## config.mk

```make
export PLATFORM = sky130hd
export DESIGN_NAME = fft_sequencer
export DESIGN_NICKNAME = d
export VERILOG_FILES = /design/src/rtl/fft_sequencer.sv
export SDC_FILE = /design/constraint.sdc
export NUM_CORES = 1
export LEC_CHECK = 0
export ABC_CLOCK_PERIOD_IN_PS = 3500
export CELL_PAD_IN_SITES_DETAIL_PLACEMENT = 1
export CELL_PAD_IN_SITES_GLOBAL_PLACEMENT = 1
export CORE_AREA = 2 2 99 77
export CTS_BUF_LIST = sky130_fd_sc_hd__clkbuf_8
export DETAILED_ROUTE_END_ITERATION = 10
export DIE_AREA = 0 0 101 79
export GPL_TIMING_DRIVEN = 1
export MAX_ROUTING_LAYER = met4
export PLACE_DENSITY_LB_ADDON = 0.08
export RECOVER_POWER = 50
export SKIP_LAST_GASP = 1
export SLEW_MARGIN = 30
export SYNTH_ARGS = -nofsm -noshare
export SYNTH_HDL_FRONTEND = slang
export SYNTH_SLANG_ARGS = --single-unit
export TNS_END_PERCENT = 5
```

## constraint.sdc

```tcl
create_clock -name clk -period 3.5 [get_ports clk]
set_input_delay 0.525 -clock clk [delete_from_list [all_inputs] [get_ports clk]]
set_output_delay 0.525 -clock clk [all_outputs]
set_load 0.05 [all_outputs]
```

## src/rtl/fft_sequencer.sv

```systemverilog
// rtl/fft_sequencer.sv - LOAD/COMPUTE/DRAIN/UNLOAD control FSM for the in-place radix-2 DIT FFT core
module fft_sequencer #(
  parameter int MAX_N      = 32,
  parameter int ADDR_WIDTH = $clog2(MAX_N),
  parameter int BFLY_LAT   = 3
) (
  input  logic                  clk,
  input  logic                  reset,
  input  logic                  start,
  input  logic [2:0]            log2n,
  output logic                  busy,
  output logic                  done,
  output logic                  cfg_err,
  input  logic                  in_valid,
  output logic                  in_ready,
  output logic                  load_we,
  output logic [ADDR_WIDTH-1:0] load_addr,
  output logic                  agu_clear,
  output logic                  agu_next_step,
  input  logic [ADDR_WIDTH-1:0] agu_idx_a,
  input  logic [ADDR_WIDTH-1:0] agu_idx_b,
  output logic                  bank_sel,
  output logic                  rd_en,
  output logic [ADDR_WIDTH-1:0] rd_addr_a,
  output logic [ADDR_WIDTH-1:0] rd_addr_b,
  output logic                  wr_en,
  output logic [ADDR_WIDTH-1:0] wr_addr_a,
  output logic [ADDR_WIDTH-1:0] wr_addr_b,
  output logic                  out_valid,
  input  logic                  out_ready,
  output logic [ADDR_WIDTH-1:0] out_addr,
  output logic                  out_last
);

  localparam logic [2:0] S_IDLE    = 3'd0;
  localparam logic [2:0] S_LOAD    = 3'd1;
  localparam logic [2:0] S_COMPUTE = 3'd2;
  localparam logic [2:0] S_DRAIN   = 3'd3;
  localparam logic [2:0] S_UNLOAD  = 3'd4;

  localparam logic [ADDR_WIDTH:0] ONE    = (ADDR_WIDTH+1)'(1);
  localparam logic [ADDR_WIDTH:0] LAT_M1 = (ADDR_WIDTH+1)'(BFLY_LAT - 1);

  logic [2:0]            state;
  logic [2:0]            log2n_q;
  logic [2:0]            stage;
  logic [ADDR_WIDTH:0]   cnt;
  logic [ADDR_WIDTH:0]   n_val;
  logic [ADDR_WIDTH:0]   n_m1;
  logic [ADDR_WIDTH:0]   half_m1;
  logic [ADDR_WIDTH-1:0] rev;
  logic [7:0]            shamt;
  logic                  log2n_ok;

  logic                  pipe_en [BFLY_LAT];
  logic [ADDR_WIDTH-1:0] pipe_a  [BFLY_LAT];
  logic [ADDR_WIDTH-1:0] pipe_b  [BFLY_LAT];

  // One counter serves as load count, butterfly count, drain count and unload address.
  assign n_val    = ONE << log2n_q;
  assign n_m1     = n_val - ONE;
  assign half_m1  = (n_val >> 1) - ONE;
  assign log2n_ok = (log2n >= 3'd2) && (int'(log2n) <= ADDR_WIDTH);

  always_comb begin
    rev = '0;
    for (int i = 0; i < ADDR_WIDTH; i++) rev[i] = cnt[ADDR_WIDTH-1-i];
  end

  // Full-width reversal shifted down so only the low log2n bits are reversed.
  assign shamt     = 8'(ADDR_WIDTH) - 8'(log2n_q);
  assign load_addr = rev >> shamt;

  assign busy          = (state != S_IDLE);
  assign in_ready      = (state == S_LOAD);
  assign load_we       = in_valid && in_ready;
  assign agu_clear     = (state == S_IDLE) || (state == S_LOAD);
  assign rd_en         = (state == S_COMPUTE);
  assign agu_next_step = rd_en;
  assign rd_addr_a     = agu_idx_a;
  assign rd_addr_b     = agu_idx_b;
  assign wr_en         = pipe_en[BFLY_LAT-1];
  assign wr_addr_a     = pipe_a[BFLY_LAT-1];
  assign wr_addr_b     = pipe_b[BFLY_LAT-1];
  assign out_valid     = (state == S_UNLOAD);
  assign out_addr      = cnt[ADDR_WIDTH-1:0];
  assign out_last      = out_valid && (cnt == n_m1);

  always_ff @(posedge clk) begin
    if (reset) begin
      state    <= S_IDLE;
      log2n_q  <= '0;
      stage    <= '0;
      cnt      <= '0;
      bank_sel <= 1'b0;
      done     <= 1'b0;
      cfg_err  <= 1'b0;
      for (int i = 0; i < BFLY_LAT; i++) begin
        pipe_en[i] <= 1'b0;
        pipe_a[i]  <= '0;
        pipe_b[i]  <= '0;
      end
    end else begin
      done    <= 1'b0;
      cfg_err <= 1'b0;
      pipe_en[0] <= rd_en;
      pipe_a[0]  <= agu_idx_a;
      pipe_b[0]  <= agu_idx_b;
      for (int i = 1; i < BFLY_LAT; i++) begin
        pipe_en[i] <= pipe_en[i-1];
        pipe_a[i]  <= pipe_a[i-1];
        pipe_b[i]  <= pipe_b[i-1];
      end
      case (state)
        S_IDLE: begin
          if (start) begin
            if (log2n_ok) begin
              log2n_q  <= log2n;
              bank_sel <= 1'b0;
              stage    <= '0;
              cnt      <= '0;
              state    <= S_LOAD;
            end else begin
              cfg_err <= 1'b1;
            end
          end
        end
        S_LOAD: begin
          if (in_valid) begin
            if (cnt == n_m1) begin
              cnt   <= '0;
              state <= S_COMPUTE;
            end else begin
              cnt <= cnt + ONE;
            end
          end
        end
        S_COMPUTE: begin
          if (cnt == half_m1) begin
            cnt   <= '0;
            state <= S_DRAIN;
          end else begin
            cnt <= cnt + ONE;
          end
        end
        S_DRAIN: begin
          // Final drain cycle carries the stage's last write-back, so banks swap on its edge.
          if (cnt == LAT_M1) begin
            cnt      <= '0;
            bank_sel <= ~bank_sel;
            stage    <= stage + 3'd1;
            state    <= (stage + 3'd1 == log2n_q) ? S_UNLOAD : S_COMPUTE;
          end else begin
            cnt <= cnt + ONE;
          end
        end
        S_UNLOAD: begin
          if (out_ready) begin
            if (cnt == n_m1) begin
              cnt   <= '0;
              done  <= 1'b1;
              state <= S_IDLE;
            end else begin
              cnt <= cnt + ONE;
            end
          end
        end
        default: state <= S_IDLE;
      endcase
    end
  end

endmodule

```

==> Yosys cells after proc, flatten, opt, wreduce, memory -nomap -nowiden <==
Memories as Yosys holds them, arrays and structs flattened.
Cells that the tools add are included.
{ "word_totals": {"mem_count": 3, "wordCells": 103, "latchBits": 0, "ramBits": 33, "ff_bits": 18, "in_bits": 18, "out_inout_bits": 42, "romBits": 0} }
{ "memory_table": {"columns": ["name", "depth", "width", "rd", "rd_ports_with_merged_regs", "write_ports", "line_no", "text"], "rows": [
  ["pipe_a", 3, 5, 3, 0, 3, "56", "logic [ADDR_WIDTH-1:0] pipe_a [BFLY_LAT];"],
  ["pipe_b", 3, 5, 3, 0, 3, "57", "logic [ADDR_WIDTH-1:0] pipe_b [BFLY_LAT];"],
  ["pipe_en", 3, 1, 3, 0, 3, "55", "logic pipe_en [BFLY_LAT];"]
]} }
{ "op_classes": {"addsub": 5, "n_lt_le_gt_ge": 2, "reduce_logical": 14, "shifts": 2, "bitwise": 14, "div": 0, "n_eq_ne": 16, "mux": 40, "mul": 0} }
{ "op_table": {"columns": ["operator", "count"], "rows": [
  ["$mux W6", 7],
  ["$mux W3", 12],
  ["$mux W5", 6],
  ["$pmux W6 S5", 1],
  ["$pmux W3 S5", 1],
  ["$eq A6 B6 Y1", 2],
  ["$mux W1", 11],
  ["$or A1 B1 Y1", 9],
  ["$ne A2 B1 Y1 const B", 4],
  ["$ne A2 B2 Y1 const B", 4],
  ["$reduce_and A8 Y1", 1],
  ["$shr A5 B8 Y5", 1],
  ["$add A6 B1 Y6 const B", 1],
  ["$eq A3 B2 Y1 const B", 2],
  ["$eq A6 B2 Y1 const B", 1],
  ["$pmux W3 S2", 1],
  ["$reduce_or A3 Y1", 2],
  ["$shl A1 B3 Y6 const A", 1],
  ["$sub A5 B1 Y6 const B", 1],
  ["$sub A6 B1 Y6 const B", 1],
  ["$not A1 Y1", 5],
  ["$reduce_and A5 Y1", 1],
  ["$reduce_bool A5 Y1", 1],
  ["$reduce_and A4 Y1", 1],
  ["14 further kinds", 16]
]} }

==> Logic depth before layout (Yosys ltp) <==
{ "logic_depth": {"word_depth": 6, "ltp_mapped": 12, "mapped_depth_nobuf": 10} }

==> Worst setup path before layout <==
OpenSTA, ideal clock, no wires.
{ "synth_path": {"kind": "reg-to-output", "start": "register log2n_q[1]", "end": "output out_last", "path_stages_with_launch": 10, "n_path_buf": 2, "required_time_ps": 2975, "t_arrival_ps": 2719, "slack_ps": 256, "cell_sequence": "dfxtp_1 -> clkbuf_1 -> buf_1 -> inv_1 -> ha_1 -> or3_1 -> nand3_1 -> nand4b_1 -> nor4b_2 -> and2_1"} }
{ "synth_via": {"elab_chain_cells": 4} }
{ "synth_lines": {"columns": ["element", "line_no", "text"], "rows": [
  ["start: declaration", "45", "logic [2:0] log2n_q;"],
  ["start signal: assignment", "118", "log2n_q <= log2n;"],
  ["$shl A1 B3 Y6", "60", "assign n_val = ONE << log2n_q;"],
  ["$sub A6 B1 Y6", "61", "assign n_m1 = n_val - ONE;"],
  ["$eq A6 B6 Y1", "87", "assign out_last = out_valid && (cnt == n_m1);"],
  ["$logic_and A1 B1 Y1", "87", null],
  ["end: declaration", "32", "output logic out_last"]
]} }
Every way passes these cells.

==> Worst setup path after layout <==
Same ends and word-level chain as after synthesis.

==> run_results.csv <==
group,metric,value,unit
drt,antenna_left,0,
final_layout,areaGrowthSynthToFinish,21.19,%
timing,slew_headroom,15.61,%
worst_setup_path,cp_data_arrival_time,2.65,ns
synthesis,yosysTopAreaCell,"dfxtp_1",
floorplan,rows,27,
final_layout,layout_commonest_cell,"dfxtp_1",
synthesis,synth_simple_gate_area_share,26.39,%
drt,drtPass1Iterations,5,
final_layout,nNetsFinal,357,
synthesis,synth.top_cell.area_share,38.26,%
worst_setup_path,crit_type,"flop to primary output",
drt,vias_per_cell,4.916,
synthesis,synth_area_leaders,"dfxtp_1 (38%), nor2b_1 (8.4%), buf_4 (7.6%), ha_1 (4.7%), xnor2_1 (3.3%)",
floorplan,core-area,7094,um^2
clocking,clk_latency,0.31,ns
pwr,powerDensity,567.6,nW/um^2
synthesis,synth-seq-cells,51,
grt,grt_overflow_total,0,
synthesis,syn_avg_cell_area,8.722,um^2
synthesis,yosysWarnings,0,
status,status,"complete, no violations",
clocking,cts_tree,"yes",
synthesis,syn_area,2669,um^2
pwr,ir_drop,357.5,uV
synthesis,synth_top_family_by_area,"simple AND/OR/NAND/NOR gates",
clocking,cts_hold_buffers,0,
place,gp_congestion,0.8136,
final_layout,fillers,837,
timing,final.setup.worst_slack,0.3267,ns
final_layout,antennaDiodeCount,0,
timing,tns,0,ns
clocking,cts_setup_buffers,0,
floorplan,dieArea,7979,um^2
drt,wl,5.678,mm
timing,slew_viol_final,0,
synthesis,ys.flop_type,"dfxtp_1",
clocking,cts_sinks,51,
synthesis,synth_edf_count,0,
final_layout,final_layout_size_suffix_gt1_share,8.788,%
synthesis,synth-xor-area-share,5.907,%
worst_setup_path,required,2.97,ns
place,io_buffers,59,
pwr,fin_total_pwr,1.836,mW
synthesis,seq_area_frac_synth,38.26,%
worst_hold_path,hold_path.class,"flop to flop",
clocking,htree_levels,2,
drt,drtIter0Drc,50,
synthesis,synth_cell_types,45,
timing,setup_viol,0,
timing,period_minus_slack,3.173,ns
pwr,leakage,1.220,nW
worst_setup_path,cp_max_fo,14,
synthesis,syn_inst,306,
timing,fin_crit_sh,90.67,%
synthesis,synthArstFlopShare,0,%
timing,fin_skew,0.007882,ns
clocking,root_buffer,"clkbuf_8",
drt,drc_errors,0,
timing,hold_violations,0,
synthesis,synthMuxAreaShare,2.907,%
grt,grt_pass1_wl,9.915,mm
clocking,clockBufferDepth,2,
place,dp_slack,0.4062,ns
flow_run,cap_violations,0,
floorplan,start_util,37.62,%
floorplan,ios,60,
worst_setup_path,critPathLaunchType,"flop",
synthesis,synthAdderAreaFrac,4.688,%
grt,antenna_found_initial,0,
grt,grt_max_degree,33,
final_layout,layout_common_cells,"dfxtp_1 (49), clkdlybuf4s50_1 (48), nor2b_1 (36)",
final_layout,final_util,45.59,%
worst_setup_path,end_kind,"primary output",
timing,grt_setup_unrepaired,"false",
clocking,cts_buffers,5,
floorplan,fp.dieH,79,um
place,hpwl,4.075,mm
grt,gr-usage-all-layers,15.88,%
clocking,path_clk_slew,0.10,ns
timing,worst_pin_slew,1.266,ns
synthesis,syn_nets,334,
timing,fmax,315.1,MHz
drt,avgRoutedWirePerCell,13.62,um
synthesis,synth-compound-area-share,10.31,%
grt,grt_pass1_vias,2066,
floorplan,die_w,101,um
drt,num_vias,2050,
-- state kept, by name, summed over array words and instances (netlist names), 3 cells and up --
register / count
cnt: 6
log2n_q: 3
pipe_a: 15
pipe_b: 15
pipe_en: 3
stage: 3
state: 3
-- logic make-up after synthesis --
| kind of cell | count (synthesis) |
|---|---|
| buffers and inverters | 54 |
| xor gates and xnor gates | 18 |
| muxes | 6 |
| and+or+nand+nor | 126 |
| AOI/OAI and AO/OA | 41 |
| adders and majority gates | 10 |
| DFF | 51 |
-- per-layer routing --
metal	part of all wire, %	GRT usage, %	vias up
met5	0	-	-
met4	1.0	4.054	0
met3	3.7	2.905	5
met2	44	23.87	39
met1	51	22.16	964
li1	-	-	1042
-- critical path, cell delays in order, from the launching register on --
cell and delay [ns]:
dfxtp_2 0.41, nor2b_1 0.19, nand2b_1 0.11, ha_1 0.14, or3b_2 0.43, a21oi_1 0.20, nor3_1 0.10, nor4b_4 0.35
and2_1 0.25, buf_12 0.15
-- power breakdown --
part | switching (mW) | internal, mW
clock network | 0.200 | 0.162
logic | 0.470 | 0.304
registers | 0.0790 | 0.620
total | 0.749 | 1.09
-- what timing repair did --
item,in CTS,in global routing
hold endpoints to repair,0,0
endpoints found under the setup margin,0,1
gates resized for setup,0,3
-- metrics by stage --
stage | hold WS (ns) | area [um^2] | instances
after global placement | 0.4164 | 3129 | 409
after global routing | 0.4581 | 3234 | 417
after CTS | 0.4424 | 3228 | 417
after detailed placement | 0.4263 | 3129 | 409
final | 0.4420 | 3234 | 417
after floorplan | 0.4138 | 2669 | 306
-- Yosys cell counts (8+ instances only) --
master    count
nand3_1       8
dfxtp_1      51
nor3_1        9
xor2_1        8
nand2_1      19
xnor2_1      10
a21oi_1      16
nor2b_1      36
nor2_1       20
clkbuf_1     18
ha_1         10
buf_4        27
-- final cells by class --
type	instances	area [um^2]	share of cell area (%)
inverters	5	18.77	0.5803
repair buffers	65	635.6	19.65
well taps	87	108.9	3.366
flip-flops and latches	51	1023	31.64
clock buffers	6	82.58	2.553
clock inverters	2	16.27	0.5029
multi-input cells	201	1349	41.70
-- final timing paths --
kind	start	end	slack (ns)	depth (start not counted)
setup / recovery	log2n_q[1]	out_last	0.33	9
hold / removal	pipe_b[0][6]	pipe_b[0][11]	0.44	1
setup reg to reg	log2n_q[1]	cnt[5]	0.66	9
hold reg to reg	pipe_b[0][6]	pipe_b[0][11]	0.44	1
Note: power is estimated with default switching activity, not from simulation.
